==> src/rtl/simd_shift_pkg.sv <==
// Shared encodings for the lane-aware SIMD shift unit: modes, lanes,
// FSM states, shift-amount masks and per-lane MSB/LSB bit patterns.
package simd_shift_pkg;

    typedef enum logic [1:0] {
        MODE_LSL = 2'b00,
        MODE_LSR = 2'b01,
        MODE_ASR = 2'b10,
        MODE_ROL = 2'b11
    } mode_e;

    typedef enum logic [1:0] {
        LANE_4    = 2'b00,
        LANE_8    = 2'b01,
        LANE_16   = 2'b10,
        LANE_FULL = 2'b11
    } lane_e;

    typedef enum logic [1:0] {
        IDLE  = 2'b00,
        SHIFT = 2'b01,
        DONE  = 2'b10
    } state_e;

    // Shift amounts are reduced to the lane width minus one.
    localparam logic [7:0] AMT_MASK_4  = 8'h03;
    localparam logic [7:0] AMT_MASK_8  = 8'h07;
    localparam logic [7:0] AMT_MASK_16 = 8'h0F;

    // Lane boundary patterns at the widest legal datapath;
    // consumers slice the low DATA_W bits.
    localparam logic [63:0] LANE4_MSB  = 64'h8888_8888_8888_8888;
    localparam logic [63:0] LANE4_LSB  = 64'h1111_1111_1111_1111;
    localparam logic [63:0] LANE8_MSB  = 64'h8080_8080_8080_8080;
    localparam logic [63:0] LANE8_LSB  = 64'h0101_0101_0101_0101;
    localparam logic [63:0] LANE16_MSB = 64'h8000_8000_8000_8000;
    localparam logic [63:0] LANE16_LSB = 64'h0001_0001_0001_0001;

endpackage

==> src/rtl/simd_shift_step.sv <==
// One-position lane-aware shift (combinational). Ports: data, mode, lane
// in; shifted out. Rotate exists only with SIMD_SHIFT_ROTATE_EN defined.
module simd_shift_step
    import simd_shift_pkg::*;
#(
    parameter int DATA_W = 16
) (
    input  logic [DATA_W-1:0] data,
    input  logic [1:0]        mode,
    input  logic [1:0]        lane,
    output logic [DATA_W-1:0] shifted
);

    logic [DATA_W-1:0] msb;
    logic [DATA_W-1:0] lsb;
    logic [DATA_W-1:0] lsl;
    logic [DATA_W-1:0] lsr;
    logic [DATA_W-1:0] asr;

    always_comb begin
        msb = {1'b1, {(DATA_W-1){1'b0}}};
        lsb = {{(DATA_W-1){1'b0}}, 1'b1};
        unique case (lane)
            LANE_4: begin
                msb = LANE4_MSB[DATA_W-1:0];
                lsb = LANE4_LSB[DATA_W-1:0];
            end
            LANE_8: begin
                msb = LANE8_MSB[DATA_W-1:0];
                lsb = LANE8_LSB[DATA_W-1:0];
            end
            LANE_16: begin
                msb = LANE16_MSB[DATA_W-1:0];
                lsb = LANE16_LSB[DATA_W-1:0];
            end
            LANE_FULL: begin
                msb = {1'b1, {(DATA_W-1){1'b0}}};
                lsb = {{(DATA_W-1){1'b0}}, 1'b1};
            end
        endcase
    end

    // Whole-word shift, then clear the bits that crossed a lane edge.
    assign lsl = (data << 1) & ~lsb;
    assign lsr = (data >> 1) & ~msb;
    assign asr = lsr | (data & msb);

`ifdef SIMD_SHIFT_ROTATE_EN
    logic [DATA_W-1:0] wrap;
    logic [DATA_W-1:0] rol;

    // Each lane MSB drops down onto its own lane LSB.
    always_comb begin
        wrap = '0;
        unique case (lane)
            LANE_4:    wrap = (data & msb) >> 3;
            LANE_8:    wrap = (data & msb) >> 7;
            LANE_16:   wrap = (data & msb) >> 15;
            LANE_FULL: wrap = (data & msb) >> (DATA_W - 1);
        endcase
    end

    assign rol = lsl | wrap;

    always_comb begin
        shifted = lsr;
        unique case (mode)
            MODE_LSL: shifted = lsl;
            MODE_LSR: shifted = lsr;
            MODE_ASR: shifted = asr;
            MODE_ROL: shifted = rol;
        endcase
    end
`else
    always_comb begin
        shifted = lsr;
        unique case (mode)
            MODE_LSL:           shifted = lsl;
            MODE_LSR, MODE_ROL: shifted = lsr;
            MODE_ASR:           shifted = asr;
        endcase
    end
`endif

endmodule

==> src/rtl/simd_shift_unit.sv <==
// Multi-cycle SIMD shifter: one lane-local bit position per cycle.
// Ports: clk, rst (sync high), in_valid/in_ready/in_data/in_amt/in_mode/
// in_lane, out_valid/out_ready/out_data, busy. Macro: SIMD_SHIFT_ROTATE_EN.
module simd_shift_unit
    import simd_shift_pkg::*;
#(
    parameter int DATA_W = 16,
    parameter int AMT_W  = $clog2(DATA_W)
) (
    input  logic              clk,
    input  logic              rst,
    input  logic              in_valid,
    output logic              in_ready,
    input  logic [DATA_W-1:0] in_data,
    input  logic [AMT_W-1:0]  in_amt,
    input  logic [1:0]        in_mode,
    input  logic [1:0]        in_lane,
    output logic              out_valid,
    input  logic              out_ready,
    output logic [DATA_W-1:0] out_data,
    output logic              busy
);

    state_e            state;
    logic [AMT_W-1:0]  count;
    logic [DATA_W-1:0] work;
    logic [1:0]        mode_q;
    logic [1:0]        lane_q;
    logic [AMT_W-1:0]  amt_m;
    logic [DATA_W-1:0] step_out;

    assign in_ready = (state == IDLE);
    assign busy     = (state != IDLE);

    always_comb begin
        amt_m = in_amt;
        unique case (in_lane)
            LANE_4:    amt_m = in_amt & AMT_MASK_4[AMT_W-1:0];
            LANE_8:    amt_m = in_amt & AMT_MASK_8[AMT_W-1:0];
            LANE_16:   amt_m = in_amt & AMT_MASK_16[AMT_W-1:0];
            LANE_FULL: amt_m = in_amt;
        endcase
    end

    simd_shift_step #(
        .DATA_W (DATA_W)
    ) u_step (
        .data    (work),
        .mode    (mode_q),
        .lane    (lane_q),
        .shifted (step_out)
    );

    always_ff @(posedge clk) begin
        if (rst) begin
            state     <= IDLE;
            count     <= '0;
            work      <= '0;
            mode_q    <= 2'b00;
            lane_q    <= 2'b00;
            out_data  <= '0;
            out_valid <= 1'b0;
        end else begin
            unique case (state)
                IDLE: begin
                    if (in_valid) begin
                        work   <= in_data;
                        mode_q <= in_mode;
                        lane_q <= in_lane;
                        count  <= amt_m;
                        if (amt_m == '0) begin
                            state     <= DONE;
                            out_data  <= in_data;
                            out_valid <= 1'b1;
                        end else begin
                            state <= SHIFT;
                        end
                    end
                end
                SHIFT: begin
                    work  <= step_out;
                    count <= count - AMT_W'(1);
                    // Result is published as the last step lands.
                    if (count == AMT_W'(1)) begin
                        state     <= DONE;
                        out_data  <= step_out;
                        out_valid <= 1'b1;
                    end
                end
                DONE: begin
                    if (out_ready) begin
                        state     <= IDLE;
                        out_valid <= 1'b0;
                    end
                end
                default: begin
                    state     <= IDLE;
                    out_valid <= 1'b0;
                end
            endcase
        end
    end

endmodule

==> config.mk <==
export PLATFORM = sky130hd
export DESIGN_NAME = simd_shift_unit
export DESIGN_NICKNAME = d
export VERILOG_FILES = /design/src/rtl/simd_shift_pkg.sv /design/src/rtl/simd_shift_step.sv /design/src/rtl/simd_shift_unit.sv
export SDC_FILE = /design/constraint.sdc
export NUM_CORES = 1
export LEC_CHECK = 0
export CAP_MARGIN = 30
export CORE_MARGIN = 5
export CORE_UTILIZATION = 30
export DETAILED_ROUTE_END_ITERATION = 16
export GPL_TIMING_DRIVEN = 1
export SYNTH_ARGS = -nofsm -noshare
export SYNTH_HDL_FRONTEND = slang
export SYNTH_SLANG_ARGS = --single-unit
export TNS_END_PERCENT = 30
==> constraint.sdc <==
create_clock -name clk -period 1.73 [get_ports clk]
set_input_delay 0.2595 -clock clk [delete_from_list [all_inputs] [get_ports clk]]
set_output_delay 0.2595 -clock clk [all_outputs]
set_load 0.02 [all_outputs]
# Word level (Yosys, flattened, before mapping)
# Index checks and enable logic that the tools add are counted.
[totals]
regBits = 43
inputBits = 28
output_inout_bits = 19
word_cells = 67
[op_classes]
n_addsub = 1
eq_ne = 16
mux = 22
bitwise = 6
reduce_logical = 15
[op_table]
columns = ["op", "n"]
rows = [
  ["16-bit one-hot mux with 3 select lines", 3],
  ["16-bit 2-to-1 mux", 4],
  ["16-bit one-hot mux with 2 select lines", 2],
  ["16-bit bitwise AND", 2],
  ["16-bit NOT", 2],
  ["15-bit by 16-bit bitwise AND with 16-bit output", 1],
  ["16-bit bitwise OR", 1],
  ["2-bit == test (second input constant)", 7],
  ["4-bit one-hot mux with 3 select lines", 1],
  ["2-bit by 1-bit == test with 1-bit output (second input constant)", 4],
  ["2-bit logical NOT", 4],
  ["2-bit 2-to-1 mux", 4],
  ["4-bit one-hot mux with 2 select lines", 1],
  ["4-bit AND reduction", 2],
  ["2-bit inequality test (second input constant)", 3],
  ["2-bit one-hot mux with 3 select lines", 1],
  ["2-bit OR reduction", 3],
  ["4-bit by 1-bit == test with 1-bit output (second input constant)", 1],
  ["4-bit logical NOT", 1],
  ["1-bit 2-to-1 mux", 4],
  ["4-bit 2-to-1 mux", 1],
  ["2-bit AND reduction", 2],
  ["2-bit nonzero test", 2],
  ["4-bit by 1-bit subtractor with 4-bit output (second input constant)", 1],
  ["other kinds (3)", 3],
]

# Depth between registers and ports, before layout
# Gate-level depths: netlist of the first run.
[logic_depth]
word_depth = 9
depth_mapped = 7

# By module
# From an unflattened synthesis of the first run, not the netlist that was laid out.
[unflattened]
cells_unflattened = 288
hier_area_um2 = 2391.0
[modules_own_cells]
columns = ["mod", "instances", "cells_per_inst", "area_each_um2", "seq_area_each_um2"]
rows = [
  ["simd_shift_unit", 1, 237, 2113.3, 860.8],
  ["simd_shift_step", 1, 51, 277.8, 0.0],
]

# Least setup slack after synthesis of the first run
# OpenSTA, ideal clock, no wires.
[synth_timing]
path_type = "register to register"
startpoint = "reg count[1]"
endpoint = "reg out_data[10]"
arrival_time_ns = 1.496
required_time_ns = 1.660
slack_ns = 0.163
path_stages_with_launch = 8
n_path_buf = 1
synth_period_minus_slack_ns = 1.567
path_cell_list = "dfxtp_1 > inv_1 > ha_1 > nor3b_1 > o32ai_2 > buf_6 > a2111o_1 > a21oi_1"
[synth_via]
elab_chain_cells = 3
[synth_rtl]
columns = ["item", "line", "text"]
rows = [
  ["start, declared", "simd_shift_unit.sv:25", "logic [AMT_W-1:0] count;"],
  ["start signal, assigned", "simd_shift_unit.sv:70", "count <= amt_m;"],
  ["start signal, assigned", "simd_shift_unit.sv:82", "count <= count - AMT_W'(1);"],
  ["4-bit by 1-bit == test with 1-bit output", "simd_shift_unit.sv:84", "if (count == AMT_W'(1)) begin"],
  ["2-bit inequality test (no line)", "--", ""],
  ["4-bit AND reduction (no line)", "--", ""],
  ["end signal, assigned", "simd_shift_unit.sv:73", "out_data <= in_data;"],
  ["end signal, assigned", "simd_shift_unit.sv:86", "out_data <= step_out;"],
  ["end, declared", "simd_shift_unit.sv:20", "output logic [DATA_W-1:0] out_data,"],
]
# Every way passes these cells.
# A chain may end at the register's enable or synchronous reset.

# Worst setup path after layout of the first run
[layout_timing]
startpoint = "reg state[1]"
endpoint = "reg out_data[11]"
[layout_via]
elab_chain_cells = 3
word_cells_on_any_way = 8
classes_between = "eq/ne: 4; mux: 1; reduce/logical: 3"
[layout_rtl]
columns = ["item", "line", "text"]
rows = [
  ["start, declared", "simd_shift_unit.sv:24", "state_e state;"],
  ["start signal, assigned", "simd_shift_unit.sv:56", "state <= IDLE;"],
  ["start signal, assigned", "simd_shift_unit.sv:72", "state <= DONE;"],
  ["start signal, assigned", "simd_shift_unit.sv:76", "state <= SHIFT;"],
  ["2-bit by 1-bit == test with 1-bit output / 2-bit logical NOT (equally long branches)", "simd_shift_unit.sv:64", "unique case (state)"],
  ["2-bit inequality test (no line), or another cell as far along", "--", ""],
  ["4-bit AND reduction (no line)", "--", ""],
]
# Several ways; a longest one is shown, not always the timed one.

==> results.cfg, run 1 <==
[global_routing]
grt_pass1_wl_mm = 10.5
grt_pass1_vias = 2117
grt_max_degree = 44
antenna_found_initial = 0
grt_util_all_layers_pct = 14.5
grt.overflow.total = 0

[hold_path]
hold_class = input pin to flip-flop
hold_end = lane_q[0]
hp-start = in_lane[0]
hold_depth = 4

[clock_network]
numClockSinks = 43
cts_root_buffer = clkbuf_8
clk-insertion-delay-late_ps = 300
ctsHtreeMaxLevel = 2
cts_tree = yes
numCtsBuffers = 5
clk_pin_slew_worst_paths_ps = 80
clockBufferDepth = 2

[yosys]
ys_top_cells_by_area = dfxtp_1 39%, a21oi_1 8.1%, mux2i_1 6.3%
yosysMostFrequentCell = dfxtp_1
synth_nets = 291
synth_area_per_cell_um2 = 8.55
synth_edf_count = 0
synth_async_sr_flop_share_pct = 0
syn_inst = 261
synth_seq_area_share_pct = 38.6
ys_seq_elements = 43
synth_ff_type = dfxtp_1
synth_commonest_cells = 43 x dfxtp_1, 36 x a21oi_1, 22 x nor2_1, 22 x o21ai_0, 17 x nand2_1
yosys_warnings = 0
synth.largest_area_cell = dfxtp_1
synth_top_area_share_pct = 38.6
synth.distinct_cells = 40
synth_area_um2 = 2230

[die]
core_area_um2 = 7250
start_util_pct = 30.8
die_area_um2 = 9260
pin_count = 47
num_rows = 31
die_x_um = 96.2
die-height_um = 96.2

[setup_path]
start_kind = flip-flop
end_kind = flip-flop
crit_path_max_incr_delay_ps = 570
rr_endpoint = out_data[11]
crit_slowest_cell = or4b_1
path_cells = buf_4, or4b_1, o22a_1, nand4_1, a21oi_1
r2r_start = state[1]
cp_data_arrival_time_ps = 1800
worstPathRequired_ps = 1910
path_class = flip-flop to flip-flop
critPathMaxFanout = 8
rr_worst_depth = 5
worst-r2r-setup-slack_ps = 110

[power_and_ir_drop]
vdd_ir_drop_max_uv = 377
powerDensity_nw_per_um2 = 1090
p_total_mw = 3.41
leakagePower_nw = 1.14

[sta]
finClkSkew_ps = 7.49
layout_min_cycle_time_ps = 1620
maxSlewHeadroom_pct = 79.7
final_max_slew_viol_count = 0
setup_viol = 0
rsz0062_at_grt = false
hold_viol = 0
tightest_slew_ps = 305
min_period_over_period_pct = 93.7
max_freq_ghz = 0.617

[placed_design]
hpwl_mm = 4.55
portBuffers = 46
dpl_cell_area_um2 = 2970
place_congestion = 0.788

[detailed_routing]
antenna_left = 0
first_pass_iters = 4
wl_per_cell_um = 15.5
drt-initial-drc-count = 137
avgViaCountPerCell = 5.16
routed_wl_mm = 6.49
vias = 2155
route.detailed.drc = 0

[cells_and_area]
design_area_um2 = 3120
regArea_um2 = 862
fill_cells = 744
nets = 348
multiInputGateArea_um2 = 1240
area_delta_synth_final_pct = 39.8
drive_above_1_share_pct = 14.7
antennaDiodeCount = 0

[status]
outcome = completed

[run]
max_cap_violations = 0
[cell type report]
| type | instances | area share [%] |
|---|---|---|
| Multi-Input combinational cell | 188 | 39.6 |
| Sequential cell | 43 | 27.6 |
| Inverter | 3 | 0.361 |
| Tap cell | 99 | 3.97 |
| Timing Repair Buffer | 77 | 24.6 |
| Clock inverter | 2 | 1.12 |
| Clock buffer | 6 | 2.65 |
[worst max path at each step]
| stage | end | cells after the start | slack (ps) | startpoint |
|---|---|---|---|---|
| after floorplan | out_data[10] | 7 | 160 | count[1] |
| after global placement | out_data[13] | 6 | -260 | in_amt[2] |
| after detailed placement | out_data[9] | 6 | -320 | in_amt[2] |
| after CTS | out_data[13] | 6 | 2 | in_amt[2] |
| after global routing | out_data[13] | 7 | 10 | count[1] |
| final | out_data[11] | 5 | 110 | state[1] |
[registers in the layout, summed over array words and instances (netlist names)]
signal     flops
work          16
state          2
lane_q         2
mode_q         2
out_valid      1
count          4
out_data      16
[where the power goes]
group / internal, mW / switching, mW / leakage [nW] / total [mW]
Combinational: 0.640 / 0.690 / 0.727 / 1.33
Sequential: 1.14 / 0.115 / 0.354 / 1.26
Clock: 0.468 / 0.357 / 0.0612 / 0.825
[per-stage QoR]
step	worst slack [ps]	std cells	TNS, ps	utilization (%)	hold WS [ps]
2_1_floorplan	163	261	0	-	407
3_3_place_gp	-258	410	-3730	40.9	450
3_5_place_dp	-317	410	-4380	40.9	453
4_1_cts	2.46	418	0	42.5	465
5_1_grt	13.3	418	0	43.0	475
6_report	110	418	0	43.0	426
[repair_timing]
| action | 4_1_cts | 5_1_grt |
|---|---|---|
| setup buffers | 0 | 0 |
| resized for setup | 2 | 11 |
| hold endpoints to repair | 0 | 0 |
| setup endpoints to repair | 2 | 14 |
| pin swaps | 0 | 1 |
| hold buffers | 0 | 0 |
[cells in the final DEF, fill, tap and decap left out, types with 2 or more instances in the layout]
cell type | synthesis | layout
nor2_1 | 22 | 22
o211ai_1 | 6 | 6
a211o_1 | 8 | 8
a21oi_1 | 36 | 36
o2111ai_1 | 3 | 3
buf_4 | 1 | 25
mux2i_1 | 14 | 14
or4b_1 | 3 | 3
dfxtp_1 | 43 | 42
inv_1 | 3 | 3
o22a_1 | 2 | 2
or2_1 | 3 | 2
a211oi_1 | 9 | 9
a2111o_1 | 8 | 8
buf_12 | 1 | 5
ha_1 | 2 | 2
nand2_1 | 17 | 17
nor3_1 | 9 | 8
clkbuf_8 | 0 | 6
clkdlybuf4s50_1 | 0 | 40
nand4_1 | 4 | 4
nand3_1 | 3 | 3
o21ai_0 | 22 | 22
dlymetal6s2s_1 | 0 | 4
nand2b_1 | 2 | 2
dlygate4sd2_1 | 0 | 2
a311oi_1 | 3 | 3
[per-layer routing]
layer	vias up	share of wire (%)	routed length, µm	GRT usage [%]
met5	-	0	0	0
met2	43	45	2950	22.0
li1	1083	-	-	-
met1	1023	48	3130	20.6
met3	6	5.4	351	3.21
met4	0	0.91	59	3.67
[kinds of logic after synthesis]
logic type,after synthesis,share of synthesized area [%]
simple gates,71,15.9
compound gates,101,31.1
buf+inv,30,7.01
flops,43,38.6
fa+ha+maj,2,1.12
mux,14,6.28
[critical path, delay by kind of cell (launching register included)]
kind                   cells  cell delay [ps]
buffers and inverters      1              160
AND/OR/NAND/NOR            2              690
AO/OA/AOI/OAI              2              300
flip-flops                 1              350
(Power assumes the default switching activity.)
==> inputs of run 2 (changes only) <==
CORE_MARGIN = 2   (was 5)
==> results.cfg, run 2 (synthesis gave the netlist of run 1 again) <==
[sta]
tightest_slew_ps = 313
hold_viol = 0
finClkSkew_ps = 4.72
min_period_over_period_pct = 93.6
final_max_slew_viol_count = 0
rsz0062_at_grt = false
setup_viol = 0
maxSlewHeadroom_pct = 79.1
layout_min_cycle_time_ps = 1620
max_freq_ghz = 0.618

[cells_and_area]
drive_above_1_share_pct = 13.6
top_regs = out_data x16, work x16, count x4
final_common_cell = dfxtp_1
area_delta_synth_final_pct = 38.1
antennaDiodeCount = 0
nets = 346
final_cell_mix = 41 x dfxtp_1, 40 x clkdlybuf4s50_1, 35 x a21oi_1, 24 x buf_4
fill_cells = 744
design_area_um2 = 3080

[global_routing]
grt_max_degree = 44
antenna_found_initial = 0
grt_util_all_layers_pct = 16.2
grt_pass1_wl_mm = 10.8
grt.overflow.total = 0
grt_pass1_vias = 2182

[detailed_routing]
top_layer_used = met4
wl_per_cell_um = 15.4
first_pass_iters = 4
drt-initial-drc-count = 140
wl_met1_mm = 3.10
avgViaCountPerCell = 5.26
vias = 2190
wl_met3_um = 212
routed_wl_mm = 6.39
antenna_left = 0
route.detailed.drc = 0
wl_met2_mm = 2.95

[clock_network]
ctsHtreeMaxLevel = 2
numCtsBuffers = 5
clockBufferDepth = 2
clk-insertion-delay-late_ps = 290
cts_tree = yes
cts_root_buffer = clkbuf_8
clk_pin_slew_worst_paths_ps = 80
cts_setup_buffers = 0
numClockSinks = 43

[die]
core_area_um2 = 7210
die_area_um2 = 8140
start_util_pct = 30.9
die-height_um = 90.2
die_x_um = 90.2
num_rows = 31
pin_count = 47

[placed_design]
place_congestion = 0.768
dpl_cell_area_um2 = 2950
portBuffers = 46
hpwl_mm = 4.51

[setup_path]
crit_slowest_cell = dfxtp_2
r2r_start = count[1]
crit_path_max_incr_delay_ps = 370
path_cells = or2_1, inv_1, dlygate4sd2_1
cp_data_arrival_time_ps = 1360
worstPathRequired_ps = 1470
path_class = flip-flop to output port
critPathMaxFanout = 7
end_kind = output port
startpoint = state[1]
start_kind = flip-flop

[hold_path]
hold_class = input pin to flip-flop
hp-start = in_lane[0]

[power_and_ir_drop]
powerDensity_nw_per_um2 = 1060
p_total_mw = 3.26
vdd_ir_drop_max_uv = 336
leakagePower_nw = 1.11

[status]
outcome = completed

[run]
max_cap_violations = 0
## run 2: worst paths after layout
| path | end | slack [ps] | depth (start not counted) |
|---|---|---|---|
| setup / recovery | in_ready | 110 | 3 |
| hold / removal | lane_q[0] | 420 | 4 |
| setup reg to reg | out_data[6] | 120 | 7 |
| hold reg to reg | work[14] | 470 | 2 |
## run 2: critical path: cells and delay by family, from the launching register on
kind                   cells  cell delay (ps)
buffers and inverters      2              420
flip-flops                 1              370
AND/OR/NAND/NOR            1              290
## run 2: repair_timing
| action | CTS | global route |
|---|---|---|
| setup endpoints to repair | 10 | 13 |
| hold buffers | 0 | 0 |
| hold endpoints to repair | 0 | 0 |
| pin swaps | 1 | 1 |
| gates resized for setup | 6 | 6 |
## run 2: area by class of cell
class	instances	area, µm²	area share, %
clock buffers	8	100	3.25
inverters	3	11.3	0.366
multi-input cells	188	1240	40.2
flip-flops and latches	43	863	28.0
well taps	99	124	4.02
repair buffers	75	744	24.2
## run 2: routing by layer
layer | GRT usage, % | vias to the layer above
li1 | - | 1084
met1 | 22.0 | 1057
met2 | 25.6 | 39
met3 | 2.85 | 10
met4 | 6.41 | 0
met5 | 0 | -
## run 2: report_power, final
part	internal, mW	switching (mW)	leakage, nW
logic	0.620	0.684	0.707
clock network	0.364	0.328	0.0515
registers	1.14	0.123	0.354
total	2.13	1.13	1.11
## run 2: per-stage QoR
stage	setup slack, ps	util, %	cells	hold WS (ps)	setup TNS (ps)
global route	2.65	42.7	416	469	0
finish	111	42.7	416	422	0
floorplan	163	-	261	407	0
detailed placement	-328	40.9	408	460	-4430
global placement	-260	40.9	408	453	-3540
CTS	9.97	42.4	416	471	0
==> inputs of run 3 (changes only) <==
clock period = 2 ns   (was 1.73 ns; I/O delays follow)
==> results.cfg, run 3 (synthesis gave the netlist of run 1 again) <==
[status]
outcome = completed

[global_routing]
grt.overflow.total = 0
grt_pass1_wl_mm = 10.2
grt_util_all_layers_pct = 15.2
antenna_found_initial = 0
grt_pass1_vias = 2053
grt_max_degree = 35

[clock_network]
cts_root_buffer = clkbuf_8
ctsHtreeMaxLevel = 2
clk-insertion-delay-late_ps = 290
clk_pin_slew_worst_paths_ps = 80
numClockSinks = 43
cts_tree = yes
cts_setup_buffers = 0
clockBufferDepth = 2
numCtsBuffers = 5

[hold_path]
hold_end = out_valid
hold_class = flip-flop to flip-flop
hold_depth = 2
hp-start = out_valid

[setup_path]
crit_path_max_incr_delay_ps = 630
rr_worst_depth = 5
worst-r2r-setup-slack_ps = 300
worstPathRequired_ps = 1700
end_kind = output port
cp_num_buf_inv = 1
r2r_start = mode_q[0]
crit_slowest_cell = clkdlybuf4s50_1
cp_data_arrival_time_ps = 1600
critPathMaxFanout = 12
path_class = flip-flop to output port
cp_top_family = buffers and inverters
start_kind = flip-flop
path_cells = or2_1, clkdlybuf4s50_1
rr_endpoint = out_data[7]

[detailed_routing]
routed_wl_mm = 6.04
avgViaCountPerCell = 5.23
vias = 2117
first_pass_iters = 4
wl_per_cell_um = 14.9
route.detailed.drc = 0
antenna_left = 0
drt-initial-drc-count = 139

[sta]
layout_setup_ws_ps = 95.7
final_max_slew_viol_count = 0
tightest_slew_ps = 442
setup_viol = 0
layout_min_cycle_time_ps = 1900
max_freq_ghz = 0.525
finClkSkew_ps = 7.89
hold_viol = 0
maxSlewHeadroom_pct = 70.4
min_period_over_period_pct = 95.2
rsz0062_at_grt = false

[cells_and_area]
multiInputGateArea_um2 = 1210
final_common_cell = clkdlybuf4s50_1
fill_cells = 735
final_util_pct = 41.1
final_cell_mix = 45 x clkdlybuf4s50_1, 41 x dfxtp_1, 36 x a21oi_1, 22 x nor2_1, 22 x o21ai_0
area_delta_synth_final_pct = 32.8
top_regs = out_data x16, work x16, count x4
fin_cells = 405
regArea_um2 = 863
antennaDiodeCount = 0
nets = 335
drive_above_1_share_pct = 10.1

[placed_design]
place_inst = 397
place_congestion = 0.766
hpwl_mm = 4.21
dp_slack_ps = -67.9
portBuffers = 46

[die]
core_area_um2 = 7210
die-height_um = 90.2
die_area_um2 = 8140
die_x_um = 90.2
start_util_pct = 30.9
pin_count = 47
num_rows = 31

[power_and_ir_drop]
vdd_ir_drop_max_uv = 312
leakagePower_nw = 1.02
powerDensity_nw_per_um2 = 960

[run]
max_cap_violations = 0
## run 3: through the flow
stage / power, mW / hold slack, ps / instance area, µm² / setup TNS, ps
3_5_place_dp: 2.16 / 451 / 2840 / -493
4_1_cts: 2.86 / 465 / 2960 / 0
6_report: 2.84 / 461 / 2960 / 0
3_3_place_gp: 2.15 / 456 / 2840 / -208
2_1_floorplan: 1.77 / 444 / 2230 / 0
5_1_grt: 3.02 / 490 / 2960 / 0
## run 3: final cells by class
type / instances / share of cell area, %
Multi-Input combinational cell: 188 / 41.0
Sequential cell: 43 / 29.2
Timing Repair Buffer: 64 / 21.3
Tap cell: 99 / 4.18
Clock buffer: 6 / 2.79
Clock inverter: 2 / 1.18
Inverter: 3 / 0.380
## run 3: power breakdown
group | internal, mW | switching, mW
logic | 0.481 | 0.551
clock network | 0.404 | 0.301
registers | 0.990 | 0.116
total | 1.88 | 0.968
## run 3: worst max path at each step
stage,startpoint,end,depth (start not counted)
CTS,state[0],busy,2
floorplan,count[1],out_data[10],7
detailed placement,in_amt[2],out_data[10],6
global placement,in_amt[2],out_data[14],6
global route,state[1],busy,2
finish,state[1],busy,2
## run 3: metal layers
layer | up-vias | part of all wire (%) | global-route usage, %
met5 | - | 0 | 0
met4 | 0 | 1.5 | 5.26
met3 | 6 | 4.7 | 3.19
met2 | 54 | 45 | 22.4
met1 | 996 | 49 | 21.8
li1 | 1061 | - | -
## run 3: worst register-to-register path, cell delays in order, from the launching register on
cell	delay, ps
dfxtp_1	540
or2_1	160
buf_4	230
a311oi_1	120
a211oi_1	390
a211oi_1	130
## run 3: what timing repair did
item	in CTS	in global routing
endpoints found under the setup margin	2	1
gates resized for setup	2	1
hold buffers	0	0
